## config.mk

```make
export PLATFORM = sky130hd
export DESIGN_NAME = bht_gshare
export DESIGN_NICKNAME = d
export VERILOG_FILES = /design/src/rtl/bht_gshare.sv
export SDC_FILE = /design/constraint.sdc
export NUM_CORES = 1
export LEC_CHECK = 0
export CORE_UTILIZATION = 45
export DETAILED_ROUTE_END_ITERATION = 7
export PLACE_DENSITY = 0.76
export SLEW_MARGIN = 20
export SYNTH_ARGS = -nofsm -noshare
export SYNTH_HDL_FRONTEND = slang
export SYNTH_SLANG_ARGS = --single-unit
```

## constraint.sdc

```tcl
create_clock -name clk_i -period 3.18 [get_ports clk_i]
set_input_delay 0.477 -clock clk_i [delete_from_list [all_inputs] [get_ports clk_i]]
set_output_delay 0.477 -clock clk_i [all_outputs]
set_load 0.03 [all_outputs]
```

## src/rtl/bht_gshare.sv

```systemverilog
// Gshare direction predictor: 2-bit saturating counters indexed by PC XOR global history,
// with a speculative GHR that is checkpointed at predict time and restored on mispredict.
module bht_gshare #(
    parameter int unsigned VLEN       = 64,
    parameter int unsigned NR_ENTRIES = 128,
    parameter int unsigned HIST_BITS  = 3,
    parameter int unsigned ALIGN_BITS = 1
) (
    input  logic                 clk_i,
    input  logic                 rst_i,
    input  logic                 flush_i,
    input  logic                 pred_valid_i,
    input  logic [VLEN-1:0]      pred_pc_i,
    output logic                 pred_taken_o,
    output logic [HIST_BITS-1:0] pred_ghr_o,
    input  logic                 upd_valid_i,
    input  logic [VLEN-1:0]      upd_pc_i,
    input  logic [HIST_BITS-1:0] upd_ghr_i,
    input  logic                 upd_taken_i,
    input  logic                 upd_mispredict_i
);

    localparam int unsigned IDX_W = $clog2(NR_ENTRIES);

    logic [1:0]           cnt_q [NR_ENTRIES];
    logic [HIST_BITS-1:0] ghr_q;
    logic [HIST_BITS-1:0] ghr_d;
    logic [IDX_W-1:0]     pred_idx_s;
    logic [IDX_W-1:0]     upd_idx_s;
    logic                 unused_pc_s;

    // Saturating increment on taken, saturating decrement on not-taken.
    function automatic logic [1:0] sat_next(input logic [1:0] cnt, input logic taken);
        logic [1:0] nxt;
        if (taken) begin
            nxt = (cnt == 2'b11) ? 2'b11 : cnt + 2'b01;
        end else begin
            nxt = (cnt == 2'b00) ? 2'b00 : cnt - 2'b01;
        end
        return nxt;
    endfunction

    // Shift one outcome into the history; truncation keeps this valid for HIST_BITS == 1.
    function automatic logic [HIST_BITS-1:0] shift_in(input logic [HIST_BITS-1:0] hist,
                                                      input logic outcome);
        logic [HIST_BITS:0] wide;
        wide = {hist, outcome};
        return wide[HIST_BITS-1:0];
    endfunction

    assign pred_idx_s = pred_pc_i[ALIGN_BITS +: IDX_W] ^ IDX_W'(ghr_q);
    assign upd_idx_s  = upd_pc_i[ALIGN_BITS +: IDX_W] ^ IDX_W'(upd_ghr_i);

    assign pred_taken_o = cnt_q[pred_idx_s][1];
    assign pred_ghr_o   = ghr_q;

    assign unused_pc_s = ^{pred_pc_i[VLEN-1:ALIGN_BITS+IDX_W], pred_pc_i[ALIGN_BITS-1:0],
                           upd_pc_i[VLEN-1:ALIGN_BITS+IDX_W], upd_pc_i[ALIGN_BITS-1:0]};

    // GHR next state: a mispredict restore outranks flush, which outranks speculation.
    always_comb begin
        ghr_d = ghr_q;
        if (upd_valid_i && upd_mispredict_i) begin
            ghr_d = shift_in(upd_ghr_i, upd_taken_i);
        end else if (flush_i) begin
            ghr_d = '0;
        end else if (pred_valid_i) begin
            ghr_d = shift_in(ghr_q, pred_taken_o);
        end else begin
            ghr_d = ghr_q;
        end
    end

    // Counter array and GHR state; the predict read above sees the pre-update counter.
    always_ff @(posedge clk_i) begin
        if (rst_i) begin
            ghr_q <= '0;
            for (int i = 0; i < int'(NR_ENTRIES); i++) begin
                cnt_q[i] <= 2'b01;
            end
        end else begin
            ghr_q <= ghr_d;
            if (upd_valid_i) begin
                cnt_q[upd_idx_s] <= sat_next(cnt_q[upd_idx_s], upd_taken_i);
            end
        end
    end

endmodule

```

==> flow_summary.json <==
{
  "worst_pin_slew_ns": 0.817,
  "cts_tree": "yes",
  "cts.sinks": 259,
  "ys.flop_type": "edfxtp_1",
  "grt_pass1_wl_um": 75300,
  "crit_path_max_fanout": 5,
  "p_leak_uw": 0.00595,
  "vias": 12700,
  "final_common_cell": "edfxtp_1",
  "path_cells": "xor2_4, buf_12, mux4_2, mux4_2, mux2i_2, a211o_1, a21oi_2, buf_6",
  "yosysSeqAreaShare_pct": 53.5,
  "yosys_warnings": 0,
  "area_growth_pct": 25.9,
  "worst_slack_ns": -0.318,
  "crit_type": "reg -> out",
  "cp.required_ns": 2.70,
  "p_sw_uw": 2810,
  "ys_seq_elements": 259,
  "holdPathStages": 4,
  "final_cell_mix": "edfxtp_1 (256), buf_4 (183), nand2_1 (84)",
  "whs_ns": 0.417,
  "io_buffers": 27,
  "dp_cells": 1726,
  "use_met1_pct": 39.4,
  "synth_edf_count": 256,
  "path_delay_family": "multiplexers",
  "rsz0062_at_grt": "yes",
  "gr-usage-met3_pct": 7.40,
  "met2_usage_pct": 47.8,
  "switching_share_pct": 29.9,
  "place_hpwl_um": 33300,
  "core-area_um2": 31600,
  "die-height_um": 181,
  "diodes": 0,
  "powerDensity_nw_per_um2": 516,
  "power_frac_clock_pct": 33.4,
  "synth.net_count": 1386,
  "cpPeakStageDelay_ns": 0.54,
  "cts-root-buf": "clkbuf_16",
  "core.rowCount": 65,
  "fin_area_um2": 18200,
  "maxSlewHeadroom_pct": 45.5,
  "hold_path.class": "in -> reg",
  "seqPwrFrac_pct": 41.3,
  "arrival_ns": 3.02,
  "routedWlPerCell_um": 28.1,
  "routed_wirelength_um": 50700,
  "gp_congestion": 0.992,
  "via_per_inst": 7.01,
  "final_cells": 1809,
  "cp_common_cell": "mux4_2",
  "syn_avg_cell_area_um2": 11.6,
  "reg2reg_depth": 10,
  "timing.final.crit_period_ns": 3.50,
  "maxCapViolCount": 0,
  "detail-route-antenna-nets": 0,
  "regArea_um2": 7750,
  "status": "finished, violations left",
  "syn_inst": 1248,
  "clk_latency_ns": 0.55,
  "io_pins": 142,
  "cp_num_buf_inv": 2,
  "startpoint_type": "flip-flop",
  "antenna_found_initial": 0,
  "vdd_drop_max_mv": 0.357,
  "drive_gt1_share_pct": 33.5,
  "violations": "DRC, setup timing",
  "fin_nets": 1526,
  "cts_buffers": 27,
  "multiInputGateArea_um2": 6510,
  "synthArstFlopShare_pct": 0,
  "fillCellCount": 2423,
  "post-route-period-util_pct": 110,
  "netlist_area_um2": 14500,
  "grt_use_total_pct": 30.3,
  "cts-htree-levels": 1,
  "crit_path_end_kind": "primary output",
  "start_util_pct": 45.8,
  "design.die.area_um2": 32900,
  "place_ws_ns": -1.01,
  "dpl_cell_area_um2": 16500,
  "setup_violations": 1,
  "grt_pass1_vias": 12200,
  "grt_max_degree": 76,
  "clk_pin_slew_worst_paths_ns": 0.06,
  "synth_cell_type_count": 50,
  "clk_path_buf_depth": 3,
  "drt_iter0_drc": 2200,
  "die_w_um": 181,
  "fmax_ghz": 0.286,
  "hold_violations": 0,
  "skew_ns": 0.0234,
  "top_usage_layer": "met2",
  "combPwrFrac_pct": 25.3,
  "route.detailed.drc": 7,
  "crit_cells": 8,
  "firstDrtPassIters": 8,
  "internal_power_uw": 6600,
  "maxSlewViolCount": 0,
  "grt.overflow.total": 0,
  "slowest_stage": "mux4_2"
}
-- worst register-to-register path, stage by stage (launching register included) --
cell     delay (ns)
dfxtp_4        0.37
xor2_4         0.25
buf_6          0.18
buf_12         0.18
mux4_2         0.60
a22oi_2        0.23
nand3_1        0.10
nand2_1        0.11
o21ai_2        0.12
or3b_2         0.49
a32o_1         0.21
-- final timing paths --
check	slack [ns]	from	end
setup reg to reg	0.22	pred_ghr_o[0]	pred_ghr_o[0]
hold / removal	0.42	upd_ghr_i[1]	pred_ghr_o[2]
hold reg to reg	0.67	pred_ghr_o[2]	pred_ghr_o[2]
setup / recovery	-0.32	pred_ghr_o[0]	pred_taken_o
-- per-layer routing --
metal | vias to the layer above | routed length, um
met5 | - | 0
met4 | 0 | 2820
met3 | 244 | 6770
met2 | 1106 | 23200
met1 | 6135 | 17900
li1 | 5201 | -
-- per-stage QoR --
| step | setup TNS [ns] | power [uW] | util (%) |
|---|---|---|---|
| 2_1_floorplan | -0.00595 | 5040 | - |
| 3_3_place_gp | -234.81 | 5850 | 52.1 |
| 3_5_place_dp | -230.32 | 5870 | 52.1 |
| 4_1_cts | -0.320 | 9220 | 56.6 |
| 5_1_grt | -1.03 | 9590 | 57.7 |
| 6_report | -0.318 | 9410 | 57.7 |
-- sequential cells by signal, indices dropped and copies added (netlist names) --
name,count
cnt_q,256
pred_ghr_o,3
-- cells by family (layout without fill, tap and decap cells) --
kind of cell / Yosys count / count (layout) / synth area share, %
mux: 110 / 110 / 10.8
compound gates: 264 / 264 / 13.5
fa+ha+maj: 2 / 3 / 0.147
simple gates: 444 / 444 / 16.1
xor+xnor: 9 / 9 / 0.648
flops: 259 / 259 / 53.5
buf+inv: 160 / 318 / 5.41
-- final cells by class --
class	instances	area share (%)
Clock buffer	31	3.79
Tap cell	402	2.76
Sequential cell	259	42.5
Inverter	5	0.103
Timing Repair Buffer	265	14.3
Multi-Input combinational cell	830	35.7
Clock inverter	17	0.919
-- cells in the mapped netlist, types with 21 or more instances --
| cell | number | area share (%) |
|---|---|---|
| mux4_2 | 33 | 5.1 |
| nand2_1 | 84 | 2.2 |
| nor2_1 | 59 | 1.5 |
| nand4_1 | 74 | 3.2 |
| o21bai_1 | 72 | 3.7 |
| buf_2 | 23 | 0.79 |
| nand2b_1 | 28 | 1.2 |
| edfxtp_1 | 256 | 53 |
| clkbuf_1 | 101 | 2.6 |
| mux2i_1 | 40 | 2.8 |
| a21oi_1 | 21 | 0.73 |
| a21o_1 | 26 | 1.3 |
| nand3_1 | 59 | 2.0 |
| a22oi_1 | 28 | 1.5 |
| nor3_1 | 97 | 3.4 |
| o21ai_0 | 24 | 0.83 |
| mux2_2 | 37 | 2.9 |
| a221oi_1 | 43 | 2.6 |
-- power groups by stage --
stage / clock network (uW) / logic (uW) / registers (uW)
floorplan: 0 / 1110 / 3930
finish: 3140 / 2380 / 3880
detailed placement: 0 / 1910 / 3950
CTS: 3130 / 2210 / 3880
global placement: 0 / 1900 / 3950
global route: 3270 / 2440 / 3890
-- timing repair --
item                       in CTS  in global routing
hold endpoints to repair        0                  0
gates resized for setup        79                 73
cloned                          7                  0
setup endpoints to repair     258                257
hold buffers                    0                  0
pin swaps                      16                 25
buffers inserted               13                 16
No activity file was read; power rests on OpenSTA's default activity.
